**src/rtl/maze_pos_tx_pkg.sv**
```systemverilog
// Shared maze geometry, packet layout and transmitter state encoding.
// The pack/unpack helpers are shared with the display-side receiver.
package maze_pos_tx_pkg;

  localparam int MAZE_ROWS = 4;
  localparam int MAZE_COLS = 5;

  localparam int ROW_W   = 2;
  localparam int COL_W   = 3;
  localparam int PKT_W   = ROW_W + COL_W;
  localparam int ROW_LSB = 0;
  localparam int COL_LSB = ROW_LSB + ROW_W;

  // Wide enough for the largest legal strobe-hold time.
  localparam int CNT_W = 20;

  typedef enum logic [1:0] {
    ST_IDLE  = 2'd0,
    ST_SETUP = 2'd1,
    ST_HOLD  = 2'd2
  } tx_state_e;

  function automatic logic [PKT_W-1:0] pack_pos(input logic [COL_W-1:0] col,
                                                input logic [ROW_W-1:0] row);
    logic [PKT_W-1:0] pkt;
    pkt = '0;
    pkt[COL_LSB +: COL_W] = col;
    pkt[ROW_LSB +: ROW_W] = row;
    return pkt;
  endfunction

  function automatic logic [COL_W-1:0] unpack_col(input logic [PKT_W-1:0] pkt);
    return pkt[COL_LSB +: COL_W];
  endfunction

  function automatic logic [ROW_W-1:0] unpack_row(input logic [PKT_W-1:0] pkt);
    return pkt[ROW_LSB +: ROW_W];
  endfunction

endpackage

```
**src/rtl/pos_fifo.sv**
```systemverilog
// Small first-in first-out queue for position packets; a push while full is
// dropped even if a pop happens on the same edge.
module pos_fifo #(
  parameter int unsigned WIDTH = 5,
  parameter int unsigned DEPTH = 4
) (
  input  logic             clock,
  input  logic             reset_n,
  input  logic             push,
  input  logic [WIDTH-1:0] wdata,
  input  logic             pop,
  output logic [WIDTH-1:0] rdata,
  output logic             empty,
  output logic             full
);

  localparam int unsigned AW = (DEPTH > 1) ? $clog2(DEPTH) : 1;

  logic [WIDTH-1:0] mem [DEPTH];
  logic [AW-1:0]    wr_ptr;
  logic [AW-1:0]    rd_ptr;
  logic [AW:0]      count;
  logic             do_push;
  logic             do_pop;

  assign empty   = (count == '0);
  assign full    = (count == (AW+1)'(DEPTH));
  assign do_push = push & ~full;
  assign do_pop  = pop & ~empty;
  assign rdata   = mem[rd_ptr];

  always_ff @(posedge clock or negedge reset_n) begin
    if (!reset_n) begin
      wr_ptr <= '0;
      rd_ptr <= '0;
      count  <= '0;
    end else begin
      if (do_push) wr_ptr <= wr_ptr + AW'(1);
      if (do_pop)  rd_ptr <= rd_ptr + AW'(1);
      case ({do_push, do_pop})
        2'b10:   count <= count + (AW+1)'(1);
        2'b01:   count <= count - (AW+1)'(1);
        default: count <= count;
      endcase
    end
  end

  // Storage needs no reset: reads are gated by the count.
  always_ff @(posedge clock) begin
    if (do_push) mem[wr_ptr] <= wdata;
  end

endmodule

```
**src/rtl/maze_pos_tx.sv**
```systemverilog
// Queues maze position updates and sends each one to the display FPGA as a
// level packet framed by a setup delay and a long stable strobe.
//   state    | meaning
//   ST_IDLE  | waiting for a queued position; pops it on the next edge
//   ST_SETUP | packet bus settling, strobe low
//   ST_HOLD  | strobe high, packet guaranteed stable
module maze_pos_tx
  import maze_pos_tx_pkg::*;
#(
  parameter int unsigned SETUP_CYCLES = 25,
  parameter int unsigned HOLD_CYCLES  = 250000,
  parameter int unsigned FIFO_DEPTH   = 4
) (
  input  logic             clock,
  input  logic             reset_n,
  input  logic [COL_W-1:0] pos_x,
  input  logic [ROW_W-1:0] pos_y,
  input  logic             pos_valid,
  output logic             pos_ready,
  output logic [PKT_W-1:0] packet_out,
  output logic             packet_strobe,
  output logic             busy,
  output logic             err_range
);

  tx_state_e        state;
  tx_state_e        state_nxt;
  logic [CNT_W-1:0] cnt;
  logic [CNT_W-1:0] cnt_nxt;
  logic [PKT_W-1:0] pkt_nxt;
  logic             strobe_nxt;

  logic             accept;
  logic             col_ok;
  logic             fifo_push;
  logic             fifo_pop;
  logic             fifo_empty;
  logic             fifo_full;
  logic [PKT_W-1:0] fifo_rdata;

  assign pos_ready = ~fifo_full;
  assign accept    = pos_valid & pos_ready;
  assign col_ok    = (pos_x <= COL_W'(MAZE_COLS - 1));
  assign fifo_push = accept & col_ok;
  assign busy      = (state != ST_IDLE) | ~fifo_empty;

  pos_fifo #(
    .WIDTH (PKT_W),
    .DEPTH (FIFO_DEPTH)
  ) u_fifo (
    .clock   (clock),
    .reset_n (reset_n),
    .push    (fifo_push),
    .wdata   (pack_pos(pos_x, pos_y)),
    .pop     (fifo_pop),
    .rdata   (fifo_rdata),
    .empty   (fifo_empty),
    .full    (fifo_full)
  );

  always_comb begin
    state_nxt  = state;
    cnt_nxt    = cnt;
    pkt_nxt    = packet_out;
    strobe_nxt = packet_strobe;
    fifo_pop   = 1'b0;
    unique case (state)
      ST_IDLE: begin
        if (!fifo_empty) begin
          fifo_pop  = 1'b1;
          pkt_nxt   = fifo_rdata;
          cnt_nxt   = CNT_W'(SETUP_CYCLES - 1);
          state_nxt = ST_SETUP;
        end
      end
      ST_SETUP: begin
        if (cnt == '0) begin
          strobe_nxt = 1'b1;
          cnt_nxt    = CNT_W'(HOLD_CYCLES - 1);
          state_nxt  = ST_HOLD;
        end else begin
          cnt_nxt = cnt - CNT_W'(1);
        end
      end
      ST_HOLD: begin
        if (cnt == '0) begin
          strobe_nxt = 1'b0;
          state_nxt  = ST_IDLE;
        end else begin
          cnt_nxt = cnt - CNT_W'(1);
        end
      end
      default: begin
        strobe_nxt = 1'b0;
        state_nxt  = ST_IDLE;
      end
    endcase
  end

  // Strobe is a flop of its own so the GPIO never sees a state-decode glitch.
  always_ff @(posedge clock or negedge reset_n) begin
    if (!reset_n) begin
      state         <= ST_IDLE;
      cnt           <= '0;
      packet_out    <= '0;
      packet_strobe <= 1'b0;
      err_range     <= 1'b0;
    end else begin
      state         <= state_nxt;
      cnt           <= cnt_nxt;
      packet_out    <= pkt_nxt;
      packet_strobe <= strobe_nxt;
      if (accept && !col_ok) err_range <= 1'b1;
    end
  end

endmodule

```
**config.mk**
```make
export PLATFORM = sky130hd
export DESIGN_NAME = maze_pos_tx
export DESIGN_NICKNAME = d
export VERILOG_FILES = /design/src/rtl/maze_pos_tx_pkg.sv /design/src/rtl/pos_fifo.sv /design/src/rtl/maze_pos_tx.sv
export SDC_FILE = /design/constraint.sdc
export NUM_CORES = 1
export LEC_CHECK = 0
export CORE_AREA = 8 8 78 80
export DETAILED_ROUTE_END_ITERATION = 8
export DIE_AREA = 0 0 86 88
export DONT_BUFFER_PORTS = 1
export GPL_TIMING_DRIVEN = 0
export HOLD_SLACK_MARGIN = 0.08
export PLACE_DENSITY = 0.77
export SYNTH_ARGS = -nofsm -noshare
export SYNTH_HDL_FRONTEND = slang
export SYNTH_SLANG_ARGS = --single-unit
```
**constraint.sdc**
```tcl
create_clock -name clock -period 4 [get_ports clock]
set_input_delay 0.4 -clock clock [delete_from_list [all_inputs] [get_ports clock]]
set_output_delay 0.4 -clock clock [all_outputs]
set_load 0.01 [all_outputs]
```
[Yosys cells after proc, flatten, opt, wreduce, memory -nomap -nowiden]
Memories as Yosys holds them, arrays and structs flattened. A register that Yosys moved wholly into a read port is not among the register bits.
Cells that the tools add are included.
Cells by class
  bitwise logic cells: 8
  muxes and demuxes: 16
  equality and inequality tests: 9
  add/subtract/negate cells: 5
  $lt $le $gt $ge: 1
  reduce and logical (&&, ||, !) cells: 13
Operators with widths (number)
  $mux 20: 3
  $pmux 20 s3: 1
  $logic_not 20->1: 1
  $sub 20x1->20 const B: 1
  $reduce_and 3->1: 3
  $ne 2x2->1 const B: 4
  $mux 1: 6
  $mux 2: 3
  $pmux 2 s3: 1
  $pmux 3 s2: 1
  $add 2x1->2 const B: 2
  $and 1x1->1: 4
  $eq 2x1->1 const B: 2
  $eq 2x2->1 const B: 2
  $reduce_bool 2->1: 2
  $add 3x1->3 const B: 1
  $eq 3x3->1 const B: 1
  $le 3x3->1 const B: 1
  $logic_not 3->1: 1
  $not 1->1: 3
  $pmux 1 s3: 1
  $reduce_bool 3->1: 1
  $sub 3x1->3 const B: 1
  $logic_not 1->1: 2
  4 further kinds: 4
Storage, ports and cells
  register bits after elaboration: 31
  bits of input ports: 8
  output and inout bits: 9
  memories kept: 1
  logic and storage cells: 60
  memory bits (writable): 20
Memories
  u_fifo.mem: depth 4, width 5, rd ports 1, clocked after memory_dff 1, write ports 1, line pos_fifo.sv:19  | logic [WIDTH-1:0] mem [DEPTH];

[Logic depth before layout (Yosys ltp)]
Gate-level depths: netlist (run 1).
  depth in word-level cells: 7
  mapped depth: 11
  mapped depth without buffers: 10

[Hierarchy]
A second synthesis (run 1) with hierarchy kept.
Second synthesis, totals
  cells, all modules: 246
  area total of the unflattened synthesis: 2896.5 µm²
Modules (own cells, without submodules)
  maze_pos_tx: times used 1, area each 1731.7 µm², cells each 182, sequential area each 725.7 µm²
  pos_fifo: times used 1, area each 1164.9 µm², cells each 64, sequential area each 775.7 µm²

[Worst setup path after synthesis (run 1)]
Ideal clock, no wire load.
  path kind: register -> register
  from: register u_fifo.count[0]
  to: register u_fifo.count[1]
  period minus slack after synthesis: 2.192 ns
  library setup time: 0.083 ns
  stages on the path, launching flop included: 7
  arrival: 2.109 ns
  slack: 1.808 ns
  path through: dfrtp_1 > o31ai_1 > inv_1 > ha_1 > inv_1 > fa_1 > o21ai_0
Between the ends
  elaborated cells between the ends (all ways): 16
  those cells by class: add/sub: 2; eq/ne: 3; mux: 3; bitwise: 6; reduce/logical: 2
RTL lines
  from (decl): line pos_fifo.sv:22  | logic [AW:0] count;
  from (signal assigned): line pos_fifo.sv:41  | 2'b10: count <= count + (AW+1)'(1);
  from (signal assigned): line pos_fifo.sv:42  | 2'b01: count <= count - (AW+1)'(1);
  from (signal assigned): line pos_fifo.sv:43  | default: count <= count;
  $logic_not 3->1 (*): line pos_fifo.sv:26  | assign empty = (count == '0);
  $mux 1 (*): line maze_pos_tx.sv:69  | if (!fifo_empty) begin
  $mux 1 (*): line maze_pos_tx.sv:67  | unique case (state)
  via fifo_pop: line maze_pos_tx.sv:36  | logic fifo_pop;
  $and 1x1->1 (*): line pos_fifo.sv:29  | assign do_pop = pop & ~empty;
  $eq 2x1->1 / $eq 2x2->1 (equally long branches): line pos_fifo.sv:40  | case ({do_push, do_pop})
  $pmux 3 s2 / $reduce_bool 2->1 (equally long branches)
Mark *: on every way through the listed nets, which the timed path passes. The rest lies on a longest branch.
A chain may end at the register's enable or synchronous reset.

[Final worst setup path (run 1)]
Ends and elaborated chain as after synthesis.

==> results.toml, run 1 <==
[cts]
cts_buffers = 5
clk_path_buf_depth = 2
cts.sinks = 56
cts_hold_buf = 2
cts_resized = 0
insertion_delay_ns = 0.31
clk_pin_slew_worst_paths_ns = 0.10
root_buffer = "clkbuf_8"
tritoncts = "yes"
cts.htree.levels = 2
post_cts_buffers = 0

[floorplanning]
start_util_pct = 57.16
dieWidth_um = 86
fp.dieArea_sq_um = 7568
coreArea_sq_um = 4912
row_count = 26
ios = 17
dieHeight_um = 88

[sta]
max_freq_mhz = 339.9
rsz0062_at_grt = "false"
worst_pin_slew_ns = 1.209
skew_ns = 0.007496
holdWs_ns = 0.1782
relSlewSlack_pct = 18.74
layout_setup_ws_ns = 1.058
period_needed_ns = 2.942
finalHoldViolations = 0
setup_viol = 0
slew_violations = 0
finalSetupTns_ns = 0
period_share_pct = 73.55

[global_route]
grt_util_all_layers_pct = 16.69
grt_max_degree = 37
gr-usage-met1_pct = 22.21
antenna_found_initial = 0
grt-ovfl-total = 0
grt_pass1_vias = 2018
busiest_layer = "met2"
grt_use_met3_pct = 3.189
grt_pass1_wl_um = 10020
use_met2_pct = 26.87

[detailed_routing]
via_per_inst = 6.015
post_drt_wl_per_cell_um = 17.51
vias = 2021
drt_iter0_drc = 200
ant_nets = 0
dr.pass1.iters = 4
wirelength_um = 5882
route.detailed.drc = 0

[pwr]
max-vdd-ir-drop_uv = 450.5
cellPowerDensity_nw_per_um2 = 798.2
p_leak_nw = 1.253

[placed_design]
pre_cts_ws_ns = 1.074
hpwl_um = 4136
place_congestion = 0.8703
place.port_buffers = 0

[synthesis]
synth_flop_cell = "dfrtp_1"
synthDistinctLibCells = 49
synth-warning-count = 0
synth.largest_area_cell = "dfrtp_1"
yosysSeqAreaShare_pct = 53.48
mappedNetlistArea_sq_um = 2808
syn_nets = 276
synth_top_area_share_pct = 32.09
synth_edf_count = 20
avgSynthCellArea_sq_um = 10.97
ys_seq_elements = 56
async_reset_ff_share_pct = 64.29
netlist_instances = 256
synth_top_cells_by_area = "dfrtp_1 (32%), edfxtp_1 (21%), ha_1 (4.9%)"

[flow_run]
maxCapViolations = 0

[cells_and_area]
nets = 285
drive_gt1_share_pct = 10.53
final_common_cell = "dfrtp_1"
syn_to_final_growth_pct = 7.397
final_cell_mix = "dfrtp_1 (36), nand2_1 (26), o21ai_0 (25)"
diodes = 0

[min_path]
hp-class = "primary input to register"
holdPathStages = 0

[setup_path]
worstPathMaxFanout = 8
worstSetupEndpointType = "register"
critPathKind = "register to register"
required_ns = 4.24
start_kind = "register"
arrival_ns = 3.18
r2r_cells = 6

[outcome]
status = "completed"
==> state kept, by name, indices dropped and copies added (netlist names), 2 cells and up <==
| name | flops |
|---|---|
| u_fifo.count | 3 |
| u_fifo.rd_ptr | 2 |
| u_fifo.mem | 20 |
| state | 2 |
| packet_out | 5 |
| cnt | 20 |
| u_fifo.wr_ptr | 2 |
==> cell families (layout without fill, tap and decap cells) <==
family	count (synthesis)	in the layout	share of synthesized area, %
muxes	5	5	4.011
DFF	56	56	53.48
buffers and inverters	21	31	2.941
AOI/OAI and AO/OA	70	70	15.42
adders and majority gates	12	12	5.615
and+or+nand+nor	85	85	16.36
xor gates and xnor gates	7	7	2.184
==> critical path, stage by stage, from the launching register on <==
cell     delay (ns)
dfrtp_1        0.43
o31ai_1        1.00
inv_1          0.45
ha_1           0.37
inv_1          0.07
fa_1           0.40
o21ai_0        0.15
==> routing by layer <==
| metal | wire [um] | share of wire [%] | vias to the layer above |
|---|---|---|---|
| met5 | 0 | 0 | - |
| met4 | 70 | 1.2 | 0 |
| met3 | 281 | 4.8 | 8 |
| met2 | 2837 | 48 | 56 |
| met1 | 2694 | 46 | 995 |
| li1 | - | - | 962 |
==> cell type report <==
| cell class | instances | area, sq um |
|---|---|---|
| buffer | 8 | 33.78 |
| clock buffer | 5 | 68.82 |
| clock inverter | 3 | 21.27 |
| fill | 408 | 1897 |
| inverter | 13 | 48.80 |
| multi-input combinational | 179 | 1224 |
| sequential | 56 | 1501 |
| tap | 70 | 87.58 |
| timing repair buffer | 2 | 30.03 |
==> synth_stat cells, types with 2 or more instances <==
cell / n
dfrtp_1: 36
nand2_1: 26
o21ai_0: 25
edfxtp_1: 20
nor2_1: 17
a21oi_1: 13
inv_1: 13
ha_1: 11
a31oi_1: 10
nor3_1: 9
mux4_2: 5
xnor2_1: 5
a22o_1: 4
and2_1: 4
clkbuf_1: 4
and3_1: 3
buf_2: 3
nand3_1: 3
nor4_1: 3
o211ai_1: 3
or2_2: 3
or3_1: 3
or4_4: 3
a211o_1: 2
o22a_1: 2
o31ai_1: 2
xor2_1: 2
==> worst paths after layout <==
check	start	to	slack, ns
min in group asynchronous	reset_n	cnt[15]	0.55
worst min register to register	u_fifo.count[2]	u_fifo.count[2]	0.52
worst max register to register	u_fifo.count[0]	u_fifo.count[1]	1.06
worst max-delay path	u_fifo.count[0]	u_fifo.count[1]	1.06
max in group asynchronous	reset_n	cnt[2]	3.26
worst min-delay path	pos_y[1]	u_fifo.mem[0][1]	0.18
==> stage by stage <==
stage               cells  total power, mW  utilization [%]  area [sq um]
floorplan             256            1.792                -          2808
global placement      326            2.032            58.94          2895
detailed placement    326            2.084            58.94          2895
CTS                   336            2.408            61.39          3015
global route          336            2.605            61.39          3015
finish                336            2.407            61.39          3015
==> where the power goes <==
part           switching (mW)  internal, mW  total [mW]
Clock                   0.187         0.125       0.311
Combinational           0.715         0.450        1.17
Sequential              0.165         0.765       0.930
Note: power is estimated with default switching activity, not from simulation.
==> inputs of run 2 (changes only) <==
==> constraint.sdc (replaced) <==
create_clock -name clock -period 2.85 [get_ports clock]
set_input_delay 0.285 -clock clock [delete_from_list [all_inputs] [get_ports clock]]
set_output_delay 0.285 -clock clock [all_outputs]
set_load 0.01 [all_outputs]
==> run 2 against run 1 <==
- worst hold slack got worse by 0.043 ns
- clock power is 41% higher
- largest power group unchanged
- critical endpoint is now cnt[12]
- critical path depth up 1
==> results.toml, run 2 (synthesis results as in run 1) <==
[outcome]
status = "completed"

[global_route]
antenna_found_initial = 0
grt_pass1_vias = 2052
grt-ovfl-total = 0
grt_util_all_layers_pct = 16.85
grt_max_degree = 37
grt_pass1_wl_um = 10110

[placed_design]
hpwl_um = 4136
place.port_buffers = 0
place_congestion = 0.8703
place_inst = 326

[floorplanning]
dieHeight_um = 88
ios = 17
start_util_pct = 57.16
dieWidth_um = 86
coreArea_sq_um = 4912
row_count = 26
fp.dieArea_sq_um = 7568

[cells_and_area]
syn_to_final_growth_pct = 9.492
nets = 290
final_cell_mix = "dfrtp_1 (36), nand2_1 (26), o21ai_0 (25)"
fin_cells = 341
final_common_cell = "dfrtp_1"
fillCellCount = 398
diodes = 0
top_regs = "cnt: 20 flops, u_fifo.mem: 20 flops, packet_out: 5 flops"
drive_gt1_share_pct = 11.07

[pwr]
max-vdd-ir-drop_uv = 626.5
swShare_pct = 44.36
seq_power_share_pct = 38.4
switching_power_mw = 1.506
clock_power_share_pct = 12.9
combPwrFrac_pct = 48.7
intPower_mw = 1.890
p_leak_nw = 1.275
cellPowerDensity_nw_per_um2 = 1105

[min_path]
hp-class = "primary input to register"

[detailed_routing]
drt_iter0_drc = 193
wirelength_um = 5883
vias = 2064
ant_nets = 0
dr.pass1.iters = 4
via_per_inst = 6.053
route.detailed.drc = 0
post_drt_wl_per_cell_um = 17.25

[cts]
cts.sinks = 56
cts_buffers = 5
cts.htree.levels = 2
clk_path_buf_depth = 2
root_buffer = "clkbuf_8"
tritoncts = "yes"
clk_pin_slew_worst_paths_ns = 0.10
post_cts_buffers = 0
insertion_delay_ns = 0.31

[setup_path]
start_kind = "register"
arrival_ns = 2.79
critPathKind = "register to register"
required_ns = 3.05
worstSetupEndpointType = "register"
worstPathMaxFanout = 10

[sta]
max_freq_mhz = 387.4
relSlewSlack_pct = 38.04
setup_viol = 0
rsz0062_at_grt = "false"
finalSetupTns_ns = 0
period_needed_ns = 2.582
worst_pin_slew_ns = 0.9165
skew_ns = 0.009997
slew_violations = 0
finalHoldViolations = 0
period_share_pct = 90.58

[flow_run]
maxCapViolations = 0
run 2: area by class of cell:
cell class | instances | area (sq um) | share of cell area, %
buffer | 8 | 33.78 | 1.099
clock buffer | 5 | 68.82 | 2.239
clock inverter | 3 | 21.27 | 0.6919
inverter | 13 | 48.80 | 1.587
multi-input combinational | 179 | 1232 | 40.09
sequential | 56 | 1501 | 48.84
tap | 70 | 87.58 | 2.849
timing repair buffer | 7 | 80.08 | 2.605
run 2: what timing repair did:
item,4_1_cts,5_1_grt
resized for setup,1,1
hold buffers,7,0
pin swaps,0,0
endpoints found under the hold margin,56,0
setup endpoints to repair,2,3
run 2: metrics by stage:
step                      util (%)  setup slack (ns)  power (mW)  hold WS [ns]  instance area (sq um)
after floorplan                  -            0.6580       2.515      -0.01059                   2808
after global placement       58.94         -0.005598       2.853     -0.008896                   2895
after detailed placement     58.94          -0.07631       2.925     -0.008925                   2895
after CTS                    62.51            0.1181       3.396        0.1127                   3070
after global routing         62.58           0.09724       3.681        0.1554                   3074
final                        62.58            0.2684       3.396        0.1348                   3074
run 2: final timing paths:
| check | to | slack (ns) | cells after the start | from |
|---|---|---|---|---|
| max | cnt[12] | 0.27 | 7 | state[0] |
| min | err_range | 0.13 | 2 | pos_valid |
| max reg2reg | cnt[12] | 0.27 | 7 | state[0] |
| min reg2reg | u_fifo.count[2] | 0.54 | 1 | u_fifo.count[2] |
| max in group asynchronous | cnt[2] | 2.22 | 2 | reset_n |
| min in group asynchronous | cnt[15] | 0.44 | 2 | reset_n |
run 2: power groups by stage:
stage	sequential (mW)	combinational [mW]	clock, mW
6_report	1.31	1.65	0.438
5_1_grt	1.34	1.86	0.474
4_1_cts	1.30	1.64	0.446
3_5_place_dp	1.32	1.60	0
3_3_place_gp	1.30	1.55	0
2_1_floorplan	1.26	1.25	0
run 2: worst max-delay path, stage by stage, from the launching register on:
cell and delay (ns):
dfrtp_1 0.43, inv_1 0.10, ha_1 0.22, nor4b_1 0.76
or2_2 0.27, a31oi_1 0.11, clkbuf_1 0.31, a22o_1 0.27
run 2: routing by layer:
metal  vias up  track usage (%)  part of all wire, %
met5         -                0                    0
met4         0            5.096                  1.3
met3        10            3.189                  5.5
met2        63            27.36                   49
met1      1014            22.27                   44
li1        977                -                    -
==> inputs of run 3 (changes only) <==
--- a/config.mk
+++ b/config.mk
@@ -5,13 +5,14 @@
 export SDC_FILE = /design/constraint.sdc
 export NUM_CORES = 1
 export LEC_CHECK = 0
-export CORE_AREA = 8 8 78 80
+export CORE_AREA = 8 8 79 81
 export DETAILED_ROUTE_END_ITERATION = 8
-export DIE_AREA = 0 0 86 88
+export DIE_AREA = 0 0 87 89
 export DONT_BUFFER_PORTS = 1
 export GPL_TIMING_DRIVEN = 0
 export HOLD_SLACK_MARGIN = 0.08
 export PLACE_DENSITY = 0.77
 export SYNTH_ARGS = -nofsm -noshare
 export SYNTH_HDL_FRONTEND = slang
+export SYNTH_HIERARCHICAL = 1
 export SYNTH_SLANG_ARGS = --single-unit
==> run 3 against run 2 <==
- non-clock buffer count is 2 higher
- design area is 3.1% higher
- clock skew is 0.0041 ns lower
- total power is 51% lower
- critical endpoint is now cnt[7]
- register-to-register slack worse by 0.12 ns
==> results.toml, run 3 <==
[pwr]
p_leak_nw = 1.226
cellPowerDensity_nw_per_um2 = 528.9
max-vdd-ir-drop_uv = 488.3
p_total_mw = 1.676

[placed_design]
place_area_sq_um = 2984
place_inst = 316
place_congestion = 0.8062
hpwl_um = 4079
place.port_buffers = 0
pre_cts_ws_ns = -0.08887

[cts]
cts.sinks = 56
cts.htree.levels = 2
root_buffer = "clkbuf_8"
cts_buffers = 5
tritoncts = "yes"
clk_pin_slew_worst_paths_ns = 0.10
post_cts_buffers = 0
clk_path_buf_depth = 2
insertion_delay_ns = 0.31

[cells_and_area]
post-route-cell-area_sq_um = 3169
nets = 280
drive_gt1_share_pct = 16.48
final_core_util_pct = 63.68
final_common_cell = "dfrtp_1"
fin_cells = 331
diodes = 0
final_cell_mix = "dfrtp_1 (36), edfxtp_1 (20), nor2_1 (16), a21oi_1 (16)"
syn_to_final_growth_pct = 9.417
top_regs = "cnt: 20 flops, u_fifo/mem: 20 flops, packet_out: 5 flops"

[floorplanning]
row_count = 26
ios = 17
dieHeight_um = 89
coreArea_sq_um = 4977
start_util_pct = 58.20
fp.dieArea_sq_um = 7743
dieWidth_um = 87

[global_route]
grt-ovfl-total = 0
grt_pass1_vias = 2092
grt_pass1_wl_um = 10210
antenna_found_initial = 0
grt_max_degree = 37
grt_util_all_layers_pct = 17.15

[setup_path]
critPathKind = "register to register"
r2r-end = "cnt[7]"
cp_slowest_stage_delay_ns = 0.48
timing.rr.start = "state[0]"
start_kind = "register"
required_ns = 3.06
crit_chain = "inv_1, ha_1, clkbuf_1, or3b_2, or4_4, o21ai_4, buf_6, a21oi_1, o22a_1"
worstSetupEndpointType = "register"
path_buf_inv = 3
crit_path_top_delay_cell = "or3b_2"
r2r_slack_ns = 0.15
arrival_ns = 2.91
r2r_cells = 9
critPathTopFamily = "simple AND/OR/NAND/NOR gates"
worstPathMaxFanout = 10

[synthesis]
ys_seq_elements = 56
synth_common_cells = "dfrtp_1 (36), edfxtp_1 (20), nor2_1 (17), a21oi_1 (16)"
avgSynthCellArea_sq_um = 11.77
synthSimpleGateAreaFrac_pct = 15.16
yosysMostFrequentCell = "dfrtp_1"
async_reset_ff_share_pct = 64.29
synth_edf_count = 20
synth_top_family_by_area = "simple AND/OR/NAND/NOR gates"
synth_fa_ha_area_share_pct = 5.443
syn_nets = 266
synth_mux_area_share_pct = 7.084
synth_top_area_share_pct = 31.10
synth_compound_area_share_pct = 14.00
netlist_instances = 246
synth_flop_cell = "dfrtp_1"
synthDistinctLibCells = 60
synth_top_cells_by_area = "dfrtp_1 (31%), edfxtp_1 (21%), ha_1 (4.8%)"
yosysSeqAreaShare_pct = 51.84
synth_xor_area_share_pct = 2.721
synth.largest_area_cell = "dfrtp_1"
mappedNetlistArea_sq_um = 2897
synth-warning-count = 6

[outcome]
status = "completed"

[detailed_routing]
via_per_inst = 6.003
wirelength_um = 5960
dr.pass1.iters = 4
ant_nets = 0
post_drt_wl_per_cell_um = 18.01
route.detailed.drc = 0
drt_iter0_drc = 147
vias = 1987

[sta]
period_needed_ns = 2.701
setup_viol = 0
holdWs_ns = 0.09920
max_freq_mhz = 370.2
period_share_pct = 94.77
slew_violations = 0
finalSetupTns_ns = 0
relSlewSlack_pct = 43.68
rsz0062_at_grt = "false"
worst_pin_slew_ns = 0.8397
skew_ns = 0.005908
layout_setup_ws_ns = 0.1490
finalHoldViolations = 0

[min_path]
hp-start = "pos_valid"
holdPathStages = 2
hold-path-endpoint = "err_range"
hp-class = "primary input to register"

[flow_run]
maxCapViolations = 0
[run 3: cell types whose count changed in the layout (fill, tap and decap cells not counted), sizes merged, moves of 5 or more]
cell,previous run,this run
a31oi,10,3
mux2,0,7
nand2,26,6
nor3,10,5
o21ai,25,20
o31ai,2,7
or3,4,11
[run 3: kinds of logic (layout without fill, tap and decap cells)]
logic type / after synthesis / count (layout)
simple gates: 68 / 68
compound gates: 63 / 63
flops: 56 / 56
buf+inv: 25 / 40
mux: 13 / 13
fa+ha+maj: 12 / 12
xor+xnor: 9 / 9
[run 3: per-layer routing]
metal | share of wire (%) | wire, um | global-route usage [%]
met1 | 42 | 2505 | 20.80
met2 | 51 | 3027 | 28.87
met3 | 5.3 | 316 | 4.412
met4 | 1.9 | 111 | 6.260
met5 | 0 | 0 | 0
[run 3: worst max-delay path by stage]
stage                        start               to  slack [ns]  depth (start not counted)
after CTS                 state[1]  u_fifo/count[2]       0.001                         11
after detailed placement    cnt[0]          cnt[19]       -0.09                          9
after floorplan           state[0]           cnt[7]        0.46                          9
after global routing      state[0]           cnt[7]       0.009                          9
after global placement      cnt[0]           cnt[8]       -0.02                          9
final                     state[0]           cnt[7]        0.15                          9
[run 3: repair_timing]
item / in CTS / in global routing
endpoints found under the hold margin: 56 / 0
endpoints found under the setup margin: 8 / 1
resized for setup: 1 / 1
pin swaps: 0 / 0
hold buffers: 7 / 0
[run 3: report_power, final]
part	leakage (nW)	switching, mW	internal (mW)
clock network	0.0511	0.277	0.186
registers	0.596	0.0621	0.913
logic	0.579	0.125	0.113
[run 3: worst register-to-register path: stages (launching register included)]
cell and delay [ns]:
dfrtp_1 0.43, inv_1 0.12, ha_1 0.15, clkbuf_1 0.24, or3b_2 0.48, or4_4 0.44
o21ai_4 0.28, buf_6 0.20, a21oi_1 0.05, o22a_1 0.19
[run 3: final cells by class]
cell class	count	area [sq um]
Clock buffer	5	68.82
Inverter	15	56.30
Fill cell	396	1808
Multi-Input combinational cell	165	1294
Tap cell	70	87.58
Clock inverter	3	28.78
Buffer	10	52.55
Timing Repair Buffer	7	80.08
Sequential cell	56	1501
